<file path="src/rtl/cmp_pkg.sv">
// Types and constants shared by the serial signed comparator and its digit slice.
package cmp_pkg;

  localparam int OPERAND_W = 32;

  typedef enum logic [1:0] {
    IDLE = 2'd0,
    SCAN = 2'd1,
    DONE = 2'd2
  } state_t;

  typedef struct packed {
    logic lt;
    logic eq;
    logic gt;
  } result_t;

endpackage

</file>
<file path="src/rtl/cmp_digit.sv">
// Combinational unsigned magnitude compare of one W-bit digit.
module cmp_digit #(
  parameter int W = 4
) (
  input  logic [W-1:0] a,
  input  logic [W-1:0] b,
  output logic         lt,
  output logic         gt
);

  assign lt = (a < b);
  assign gt = (a > b);

endmodule

</file>
<file path="src/rtl/comparator_32bit_signed_serial.sv">
// Digit-serial signed 32-bit comparator, MSB-first, DIGIT_W bits per cycle.
// Define CMP_EARLY_EXIT_EN to finish the scan as soon as a differing digit is seen.
module comparator_32bit_signed_serial
  import cmp_pkg::*;
#(
  parameter int DIGIT_W = 4
) (
  input  logic        clk,
  input  logic        rst,
  input  logic        in_valid,
  output logic        in_ready,
  input  logic [31:0] a,
  input  logic [31:0] b,
  output logic        out_valid,
  input  logic        out_ready,
  output logic        lt,
  output logic        eq,
  output logic        gt
);

  localparam int NDIG  = OPERAND_W / DIGIT_W;
  localparam int IDX_W = (NDIG > 1) ? $clog2(NDIG) : 1;

  if (!(DIGIT_W == 1 || DIGIT_W == 2 || DIGIT_W == 4 || DIGIT_W == 8)) begin : g_bad_digit_w
    $error("DIGIT_W must be 1, 2, 4 or 8");
  end

  state_t                 state_reg, state_next;
  logic [OPERAND_W-1:0]   a_sh_reg, b_sh_reg;
  logic [IDX_W-1:0]       idx_reg;
  logic                   found_reg;
  logic                   lt_dec_reg;
  logic                   dig_lt, dig_gt;
  logic                   last_dig;
  result_t                res;

  // Operands are shifted left each cycle so the digit under test is always the top one.
  cmp_digit #(.W(DIGIT_W)) u_digit (
    .a  (a_sh_reg[OPERAND_W-1 -: DIGIT_W]),
    .b  (b_sh_reg[OPERAND_W-1 -: DIGIT_W]),
    .lt (dig_lt),
    .gt (dig_gt)
  );

  assign last_dig = (idx_reg == '0);

  always_comb begin
    state_next = state_reg;
    case (state_reg)
      IDLE: if (in_valid) state_next = SCAN;
      SCAN: begin
`ifdef CMP_EARLY_EXIT_EN
        if (last_dig || dig_lt || dig_gt) state_next = DONE;
`else
        if (last_dig) state_next = DONE;
`endif
      end
      DONE: if (out_ready) state_next = IDLE;
      default: state_next = IDLE;
    endcase
  end

  always_ff @(posedge clk or posedge rst) begin
    if (rst) begin
      state_reg  <= IDLE;
      a_sh_reg   <= '0;
      b_sh_reg   <= '0;
      idx_reg    <= '0;
      found_reg  <= 1'b0;
      lt_dec_reg <= 1'b0;
    end else begin
      state_reg <= state_next;
      case (state_reg)
        IDLE: if (in_valid) begin
          // Flipping the sign bit maps two's complement order onto unsigned order.
          a_sh_reg   <= {~a[OPERAND_W-1], a[OPERAND_W-2:0]};
          b_sh_reg   <= {~b[OPERAND_W-1], b[OPERAND_W-2:0]};
          idx_reg    <= IDX_W'(NDIG - 1);
          found_reg  <= 1'b0;
          lt_dec_reg <= 1'b0;
        end
        SCAN: begin
          a_sh_reg <= a_sh_reg << DIGIT_W;
          b_sh_reg <= b_sh_reg << DIGIT_W;
          idx_reg  <= idx_reg - IDX_W'(1);
          if (!found_reg && (dig_lt || dig_gt)) begin
            found_reg  <= 1'b1;
            lt_dec_reg <= dig_lt;
          end
        end
        default: ;
      endcase
    end
  end

  always_comb begin
    res    = '0;
    res.lt = found_reg && lt_dec_reg;
    res.gt = found_reg && !lt_dec_reg;
    res.eq = !found_reg;
  end

  assign in_ready  = (state_reg == IDLE);
  assign out_valid = (state_reg == DONE);
  assign lt        = out_valid && res.lt;
  assign eq        = out_valid && res.eq;
  assign gt        = out_valid && res.gt;

endmodule

</file>
<file path="config.mk">
export PLATFORM = sky130hd
export DESIGN_NAME = comparator_32bit_signed_serial
export DESIGN_NICKNAME = d
export VERILOG_FILES = /design/src/rtl/cmp_pkg.sv /design/src/rtl/cmp_digit.sv /design/src/rtl/comparator_32bit_signed_serial.sv
export SDC_FILE = /design/constraint.sdc
export NUM_CORES = 1
export LEC_CHECK = 0
export ABC_AREA = 1
export BUFFER_PORTS_ARGS = -buffer_cell sky130_fd_sc_hd__buf_2
export CORE_MARGIN = 1.5
export CORE_UTILIZATION = 30
export CTS_BUF_LIST = sky130_fd_sc_hd__clkbuf_4
export DETAILED_ROUTE_END_ITERATION = 10
export PLACE_DENSITY = 0.5
export SYNTH_ARGS = -nofsm -noshare
export SYNTH_HDL_FRONTEND = slang
export SYNTH_HIERARCHICAL = 1
export SYNTH_SLANG_ARGS = --single-unit
</file>
<file path="constraint.sdc">
create_clock -name clk -period 2.7 [get_ports clk]
set_input_delay 0.135 -clock clk [delete_from_list [all_inputs] [get_ports clk]]
set_output_delay 0.135 -clock clk [all_outputs]
set_load 0.02 [all_outputs]
</file>
==> results.md, run 1 <==
- Post-synth cell types: 25
- HPWL Detailed: 6.137 mm
- Share of the synthesized area in the top cell type: 46.04%
- Clock buffer count from CTS: 9
- Num rows: roughly 40
- Worst-path fanout max: 14
- First-pass GRT wire length: 16.56 mm
- H-tree depth: 3
- CTS tree: done
- Slew @ Worst Pin: 0.7934 ns
- Routability Congestion: around 0.8
- Post-synthesis mux area share: 0%
- Fin util: 37.32%
- Predominant post-synthesis flop cell: dfrtp_1
- Post-synth EDFFs: 0
- Status: completed
- Ys async rst share: 100.0%
- Die Y: 116.4 um
- Top post-synthesis cells by count: nand2_1, nand3_1, inv_1, dfrtp_1, or2_0
- Antenna viol nets, final: 0
- Root Driver: clkbuf_4
- Residual DRC: 0
- Hold/Removal Path Class: in2reg
- Pin count of the biggest net entering global routing: 114
- Critical path type: reg2out
- PortBufs: 72
- Final Hold Vio Count: 0
- Mapped cell area: 3859 um^2
- Worst setup EP type: primary output
- Routed wire length: 9.612 mm
- Peak VDD IR: ~610 uV
- I/O pin count: 73
- Vias: 3,415
- DRT Pass-1 Iters: 4
- Startpoint Class: flip-flop
- Critical path data required time: 2.57 ns
- Initial Util: 30.70%
- Power Dens Cells: 1031 nW/um^2
- Fraction of layout cells with a size suffix above 1: 18.23%
- Dominant cells by area after synthesis: dfrtp_1, nand3_1, nand2_1
- Final period utilization: 67.01%
- Longest Clk Path Bufs: 2
- XOR/XNOR share of the synthesized area: 0%
- Sink Count: 71
- Leading area contributor after synthesis: dfrtp_1
- Fin. max-slew vios: 0
- Setup violators final: 0
- Avg WL per Cell: between 10 and 15 um
- Clk pin slew, worst setup/hold paths: about 0.12 ns
- Syn nets: 593
- Final Cell Area: around 4700 um^2
- Seq/Total Area, Yosys: 46.04%
- Post-synthesis adder-cell area fraction: 1.946%
- RSZ-0062 raised after global routing: no
- GR Overflow Total: 0
- Worst slew margin: 47.03%
- Syn avg cell area: 7.435 um^2
- Diode count: 0
- Vias in the first global route: 3,408
- Worst EP arrival: 1.67 ns
- Initial antenna violation count: 0
- Final Net Count: 668
- Initial detailed-routing violation count: 263
- P_leak: 2.554 nW
- Post-CTS setup buffers: 0
- Synth-to-layout area growth: 21.56%
- Peak Freq: 552.7 MHz
- Dpl cell area: 4352 um^2
- Vias per cell: 4.435
- Synth Area in Compound Gates: 2.367%
- Post-Synthesis Cells: 519
- DIE AREA: 13,550 um^2
- Die width: 116.4 um
- Syn. warnings: 6
- Simple-gate share of the synthesized area: 37.78%
- MaxCap Viol Count: 0
- Post-synthesis register bit count: 71
- Hold_ws: 0.02534 ns
- Core area: 12,570 um^2
- Min cycle time layout: 1.809 ns
- Fin Setup TNS: 0 ns
- Clock latency at the later pin of the worst-skew pair: ~0.42 ns
- Fin Clk Skew: 0.01679 ns
- Most numerous cell in the Yosys netlist: nand2_1
- Total Routing Usage GR: 15.53%
- Largest family of logic cells by synthesized area: simple AND/OR/NAND/NOR gates
==> through the flow <==
| stage | instances | worst slack [ns] | total power [mW] |
|---|---|---|---|
| 2_1_floorplan | 519 | 0.7684 | 3.580 |
| 3_3_place_gp | 736 | 0.8805 | 4.090 |
| 3_5_place_dp | 736 | 0.8614 | 4.116 |
| 4_1_cts | 770 | 0.8272 | 4.910 |
| 5_1_grt | 770 | 0.6650 | 5.379 |
| 6_report | 770 | 0.8906 | 4.835 |
==> cell usage in the layout, fill, tap and decap left out, drive strengths merged <==
| cell type | instances |
|---|---|
| a21oi | 3 |
| and2 | 1 |
| buf | 76 |
| bufinv | 2 |
| clkbuf | 10 |
| clkinv | 3 |
| dfrtp | 71 |
| dlygate4sd3 | 19 |
| ha | 6 |
| inv | 80 |
| nand2 | 143 |
| nand3 | 113 |
| nand4 | 1 |
| nor2 | 6 |
| nor3 | 2 |
| o21a | 2 |
| o21ai | 11 |
| o22ai | 1 |
| or2 | 48 |
==> power breakdown <==
group | switching [mW] | internal [mW] | leakage [nW]
Combinational | 1.37 | 0.875 | 1.61
Sequential | 0.270 | 1.57 | 0.858
Clock | 0.374 | 0.376 | 0.0837
==> critical path: stages, from the launching register on <==
cell     delay, ns
dfrtp_1       0.59
nor2_1        0.25
inv_1         0.10
nor3_1        0.13
buf_2         0.19
==> routing by layer <==
| metal | global-route usage, % | vias to the layer above | wire length, um |
|---|---|---|---|
| met5 | 0 | - | 0 |
| met1 | 21.51 | 1574 | 4745 |
| met4 | 4.553 | 0 | 110 |
| met3 | 3.062 | 12 | 419 |
| met2 | 24.71 | 78 | 4337 |
| li1 | - | 1751 | - |
==> repair_timing <==
action                                 in CTS  in global routing
resized for setup                           0                  0
setup endpoints to repair                   0                  0
hold buffers                               19                  0
endpoints found under the hold margin      53                  0
==> worst paths after layout <==
path	from	cells past startpoint	endpoint	slack (ns)
max	state_reg[0]$_DFFE_PP0P_	4	lt	0.89
min	b[6]	5	b_sh_reg[6]$_DFFE_PP0P_	0.03
max reg2reg	state_reg[1]$_DFFE_PP0P_	6	b_sh_reg[22]$_DFFE_PP0P_	0.90
min reg2reg	idx_reg[2]$_DFFE_PP0P_	1	idx_reg[2]$_DFFE_PP0P_	0.50
max in group asynchronous	rst	4	b_sh_reg[26]$_DFFE_PP0P_	1.62
min in group asynchronous	rst	3	b_sh_reg[22]$_DFFE_PP0P_	0.40
==> layout make-up <==
type | instances | area (um^2)
fill | 1380 | 7878
sequential | 71 | 1777
multi-input combinational | 337 | 1632
timing repair buffer | 95 | 618.1
inverter | 80 | 300.3
tap | 172 | 215.2
clock buffer | 10 | 75.07
clock inverter | 5 | 73.82
==> logic make-up (layout without fill, tap and decap cells) <==
group,count (synthesis),after routing
AOI/OAI and AO/OA,17,17
DFF,71,71
and+or+nand+nor,314,314
adders and majority gates,6,6
buffers and inverters,111,190
Note: power is estimated with default switching activity, not from simulation.
==> run 2: changes to the inputs <==
PLACE_DENSITY = 0.52   (was 0.5)
clock period = 1.5 ns   (was 2.7 ns; I/O delays follow)
==> run 2 against run 1 <==
- routed wire length grew 3.7%
- global-route usage grew 0.14 points
- first-iteration DRC count shrank 42%
- core utilization grew 5.6 points
- flip-flop and latch count is the same
- highest routed layer unchanged
- combinational power grew 120%
- critical path type is now reg2reg
- largest power group unchanged
- sequential share of layout area shrank 4.9 points
- hold slack gained 0.025 ns
- power grew 97%
- final cell count grew 8.2%
==> results.md, run 2 (synthesis results as in run 1) <==
- Vias per cell: 4.383 (-1.2%)
- Core area: 12,570 um^2 (unchanged)
- CTS tree: done
- Critical path data required time: 1.80 ns (-0.77 ns)
- Pint: 5.621 mW (+99%)
- Fin Setup TNS: 0 ns (unchanged)
- Vias in the first global route: 3,527 (+3.5%)
- Worst setup EP type: flip-flop
- Final Net Count: 729 (+9.1%)
- R2R cell count: 10 (+4)
- Most frequent cells in the layout: nand2_1, nand3_1, inv_1
- Hold_ws: 0.05076 ns (+0.02542 ns)
- Pin count of the biggest net entering global routing: 72 (-37%)
- Fin. max-slew vios: 0 (unchanged)
- Net Sw Frac: 41.01% (-0.61 points)
- Die width: 116.4 um (unchanged)
- Peak VDD IR: 617.6 uV (+1.0%)
- Num rows: 41 (unchanged)
- Fin Clk Skew: 0.01913 ns (+0.002345 ns)
- Worst Hold End: b_sh_reg[7]$_DFFE_PP0P_
- Status: completed
- DRT Pass-1 Iters: 4 (unchanged)
- Fraction of layout cells with a size suffix above 1: 22.12% (+3.9 points)
- MaxCap Viol Count: 0 (unchanged)
- Hold path startpoint: b[7]
- DIE AREA: 13,550 um^2 (unchanged)
- Final Cell Area: 5391 um^2 (+15%)
- Met3 GRT Util: 3.581% (+0.52 points)
- Hold/Removal Path Class: in2reg
- Worst flop-to-flop path startpoint: a_sh_reg[30]$_DFFE_PP0P_
- HPWL Detailed: 6.445 mm (+5.0%)
- Residual DRC: 0 (unchanged)
- RSZ-0062 raised after global routing: yes
- Pre-CTS setup slack: -0.01388 ns (-0.8753 ns)
- PnR Total Power: 9.527 mW (+97%)
- Total Routing Usage GR: 15.67% (+0.14 points)
- GR Overflow Total: 0 (unchanged)
- Synth-to-layout area growth: 39.72%
- Sink Count: 71 (unchanged)
- H-tree depth: 3 (unchanged)
- Dpl cell area: 4491 um^2 (+3.2%)
- Setup violators final: 0 (unchanged)
- Fill cells: 1,280 (-7.2%)
- Switching pwr: 3.907 mW (+94%)
- Power Dens Cells: 1767 nW/um^2 (+71%)
- Routed wire length: 9.971 mm (+3.7%)
- Gate power share: 50.8% (+4.4 points)
- Final Hold Vio Count: 0 (unchanged)
- Clock buffer count from CTS: 9 (unchanged)
- Fin util: 42.90% (+5.6 points)
- Peak Freq: 690.1 MHz
- Longest Clk Path Bufs: 2 (unchanged)
- Inst Count DP: 749 (+1.8%)
- Root Driver: clkbuf_4
- Clock latency at the later pin of the worst-skew pair: 0.42 ns (about the same)
- Avg WL per Cell: 11.97 um (-4.1%)
- Min cycle time layout: approximately 1.4 ns
- Slew @ Worst Pin: 0.3997 ns (-0.3937 ns)
- Clk pin slew, worst setup/hold paths: 0.13 ns (about the same)
- Routability Congestion: 0.8151 (+0.49%)
- First-pass GRT wire length: 16.58 mm (+0.12%)
- Clock network fraction of design power: 14.8% (-0.7 points)
- Startpoint Class: flip-flop
- Register share of total power: 34.5% (-3.6 points)
- I/O pin count: 73 (unchanged)
- Worst slew margin: 73.35% (+26 points)
- WHS Path Cells: 5 (unchanged)
- R2r endpoint: lt_dec_reg$_DFFE_PP0P_
- Initial detailed-routing violation count: 153 (-42%)
- PortBufs: 72 (unchanged)
- Die Y: 116.4 um (unchanged)
- Most common cell after layout, fill and taps aside: nand2_1
- Most Used Layer, Global Route: met2
- Reg2reg setup slack: 0.05 ns (-0.85 ns)
- Layout Cells excl Fill: 833 (+8.2%)
- Vias: 3,651 (+6.9%)
- Final period utilization: between 90% and 100%
- Met1 usage in global routing: 21.06% (-0.44 points)
- Worst setup margin: 0.05085 ns (-0.8398 ns)
- Worst-path fanout max: 2 (-12)
- Worst EP arrival: 1.75 ns (+0.08 ns)
- P_leak: 2.843 nW (+11%)
- Grt met2 use: 25.92% (+1.2 points)
- Critical path type: reg2reg
- Initial Util: 30.70% (unchanged)
- Antenna viol nets, final: 0 (unchanged)
- Initial antenna violation count: 1 (+1)
-- run 2: worst max path at each step --
stage,start,end,slack [ns],depth (start not counted)
after floorplan,state_reg[0]$_DFFE_PP0P_,gt,0.06,3
after global placement,a_sh_reg[31]$_DFFE_PP0P_,lt_dec_reg$_DFFE_PP0P_,0.05,10
after detailed placement,a_sh_reg[31]$_DFFE_PP0P_,lt_dec_reg$_DFFE_PP0P_,-0.01,8
after CTS,state_reg[1]$_DFFE_PP0P_,lt,-0.003,5
after global routing,a_sh_reg[30]$_DFFE_PP0P_,lt_dec_reg$_DFFE_PP0P_,-0.05,10
final,a_sh_reg[30]$_DFFE_PP0P_,lt_dec_reg$_DFFE_PP0P_,0.05,10
-- run 2: metal layers --
metal	up-vias	wire, um
li1	1878	-
met1	1710	4770
met2	57	4815
met3	6	295
met4	0	90
met5	-	0
-- run 2: critical path, cell delays in order, from the launching register on --
cell and delay (ns):
dfrtp_1 0.41, ha_1 0.30, nand2_2 0.09, inv_2 0.04, nand2_2 0.06, and2_4 0.14
inv_1 0.04, nand2_2 0.06, nand3_2 0.08, nand2_1 0.08, nand2_1 0.05
-- run 2: what timing repair did --
| item | 4_1_cts | 5_1_grt |
|---|---|---|
| setup buffers | 2 | 2 |
| endpoints found under the hold margin | 133 | 0 |
| resized for setup | 5 | 16 |
| hold buffers | 63 | 0 |
| endpoints found under the setup margin | 4 | 6 |
| pin swaps | 0 | 8 |
-- run 2: layout make-up --
| cell class | instances | area [um^2] | share of cell area, % |
|---|---|---|---|
| clock inverters | 7 | 96.34 | 1.787 |
| well taps | 172 | 215.2 | 3.992 |
| multi-input cells | 337 | 1697 | 31.47 |
| flip-flops and latches | 71 | 1778 | 32.98 |
| inverters | 80 | 304.0 | 5.639 |
| diodes | 1 | 2.502 | 0.04641 |
| clock buffers | 9 | 67.56 | 1.253 |
| repair buffers | 156 | 1231 | 22.84 |
-- run 2: power groups by stage --
stage / combinational (mW) / clock (mW) / sequential (mW)
floorplan: 3.27 / 0 / 3.17
global placement: 4.36 / 0 / 3.32
detailed placement: 4.43 / 0 / 3.33
CTS: 4.70 / 1.46 / 3.28
global route: 5.58 / 1.55 / 3.40
finish: 4.84 / 1.41 / 3.28
==> run 3: changes to the inputs <==
PLACE_DENSITY = 0.5   (was 0.52)
clock period = 1.7 ns   (was 1.5 ns; I/O delays follow)
==> run 3 against run 2 <==
- flip-flop and latch count is the same
- clock skew up 0.0048 ns
- register-to-register slack improved by 0.15 ns
- die area unchanged
- critical path depth is 5 lower
- critical path type is now reg2out
- final cell count shrank 0.96%
==> results.md, run 3 (synthesis results as in run 1) <==
- Status: completed
- Worst slew margin: 63.57% (-9.8 points)
- Sink Count: 71 (unchanged)
- Power Dens Cells: 1512 nW/um^2 (-14%)
- Worst setup margin: 0.1156 ns (+0.06479 ns)
- Initial detailed-routing violation count: 241 (+58%)
- Most frequent cells in the layout: nand2_1, nand3_1, inv_1
- Root Driver: clkbuf_4
- Worst EP arrival: 1.50 ns (-0.25 ns)
- Synth-to-layout area growth: 36.19%
- Total Routing Usage GR: 15.98% (+0.31 points)
- RSZ-0062 raised after global routing: no
- Critical path data required time: 1.62 ns (-0.18 ns)
- Worst setup EP type: primary output
- Die Y: 116.4 um (unchanged)
- Most common cell after layout, fill and taps aside: nand2_1
- Final Cell Area: 5255 um^2 (-2.5%)
- I/O pin count: 73 (unchanged)
- Core area: 12,570 um^2 (unchanged)
- Clock latency at the later pin of the worst-skew pair: 0.44 ns (+0.02 ns)
- CTS tree: done
- Fin. max-slew vios: 0 (unchanged)
- Dpl cell area: 4433 um^2 (-1.3%)
- Diode count: 0 (-1)
- Critical path type: reg2out
- Worst-path fanout max: 4 (+2)
- Residual DRC: 0 (unchanged)
- Pre-CTS setup slack: 0.2104 ns (+0.2243 ns)
- Setup violators final: 0 (unchanged)
- Num rows: 41 (unchanged)
- Slew @ Worst Pin: 0.5464 ns (+0.1468 ns)
- Fin Setup TNS: 0 ns (unchanged)
- Pin count of the biggest net entering global routing: 62 (-14%)
- Hold/Removal Path Class: in2reg
- P_leak: 2.788 nW (-1.9%)
- HPWL Detailed: 6.457 mm (+0.19%)
- Startpoint Class: flip-flop
- DIE AREA: 13,550 um^2 (unchanged)
- Fin util: 41.81% (-1.1 points)
- Final period utilization: 93.20%
- Hold_ws: 0.08256 ns (+0.03179 ns)
- Die width: 116.4 um (unchanged)
- DRT Pass-1 Iters: 4 (unchanged)
- First-pass GRT wire length: 16.76 mm (+1.1%)
- PortBufs: 72 (unchanged)
- MaxCap Viol Count: 0 (unchanged)
- Vias in the first global route: 3,543 (+0.45%)
- Fin Clk Skew: 0.02394 ns (+0.004802 ns)
- Vias: 3,633 (-0.49%)
- Peak VDD IR: 743.0 uV (+20%)
- Clk pin slew, worst setup/hold paths: 0.11 ns (-0.02 ns)
- Fraction of layout cells with a size suffix above 1: 18.07% (-4.1 points)
- Clock buffer count from CTS: 9 (unchanged)
- Longest Clk Path Bufs: 2 (unchanged)
- Peak Freq: 631.2 MHz
- H-tree depth: 3 (unchanged)
- Routed wire length: 9.999 mm (+0.28%)
- GR Overflow Total: 0 (unchanged)
- Vias per cell: 4.404 (+0.47%)
- Initial Util: 30.70% (unchanged)
- Final Hold Vio Count: 0 (unchanged)
- Final Net Count: 722 (-0.96%)
- Min cycle time layout: 1.584 ns
- Avg WL per Cell: 12.12 um (+1.3%)
- Antenna viol nets, final: 0 (unchanged)
- Routability Congestion: 0.8194 (+0.53%)
- Initial antenna violation count: 0 (-1)
## run 3: cell types whose count changed in the layout (fill, tap and decap cells not counted), sizes merged
cell | before | now
buf | 93 | 83
dlygate4sd3 | 63 | 66
clkbuf | 9 | 10
clkinv | 4 | 3
clkinvlp | 1 | 2
diode | 1 | 0
inv | 80 | 79
## run 3: report_power, final
group | internal, mW | switching (mW) | total, mW
combinational | 1.56 | 2.24 | 3.81
clock | 0.608 | 0.622 | 1.23
sequential | 2.50 | 0.407 | 2.91
## run 3: area by class of cell
| cell class | count | area, um^2 |
|---|---|---|
| Tap cell | 172 | 215.2 |
| Clock inverter | 6 | 85.08 |
| Fill cell | 1311 | 7313 |
| Clock buffer | 10 | 75.07 |
| Sequential cell | 71 | 1778 |
| Inverter | 80 | 304.0 |
| Timing Repair Buffer | 149 | 1166 |
| Multi-Input combinational cell | 337 | 1632 |
## run 3: repair_timing
| item | CTS | global route |
|---|---|---|
| endpoints found under the hold margin | 135 | 1 |
| buffers inserted | 0 | 0 |
| hold buffers | 65 | 1 |
| resized for setup | 0 | 1 |
| setup endpoints to repair | 0 | 1 |
## run 3: per-layer routing
layer	GRT usage, %	vias to the layer above	wire (um)
met4	6.179	0	136
met2	25.22	78	4637
met3	4.203	11	427
li1	-	1860	-
met5	0	-	0
met1	21.03	1684	4799
## run 3: worst paths after layout
check,endpoint,slack (ns),depth (start not counted),start
hold / removal,a_sh_reg[30]$_DFFE_PP0P_,0.08,5,a[30]
min in group asynchronous,a_sh_reg[26]$_DFFE_PP0P_,0.24,4,rst
setup reg to reg,lt_dec_reg$_DFFE_PP0P_,0.20,8,a_sh_reg[31]$_DFFE_PP0P_
max in group asynchronous,b_sh_reg[30]$_DFFE_PP0P_,1.18,4,rst
hold reg to reg,idx_reg[2]$_DFFE_PP0P_,0.51,1,idx_reg[2]$_DFFE_PP0P_
setup / recovery,lt,0.12,5,state_reg[1]$_DFFE_PP0P_
## run 3: worst max-delay path, cell delays in order, from the launching register on
cell	delay [ns]
dfrtp_1	0.42
inv_2	0.08
nor2_1	0.15
inv_1	0.10
nor3_1	0.13
buf_2	0.19
## run 3: metrics by stage
stage / std cells / total power [mW]
final: 825 / 7.946
after global routing: 825 / 8.811
after CTS: 824 / 8.069
after detailed placement: 743 / 6.676
after floorplan: 519 / 5.686
after global placement: 743 / 6.619
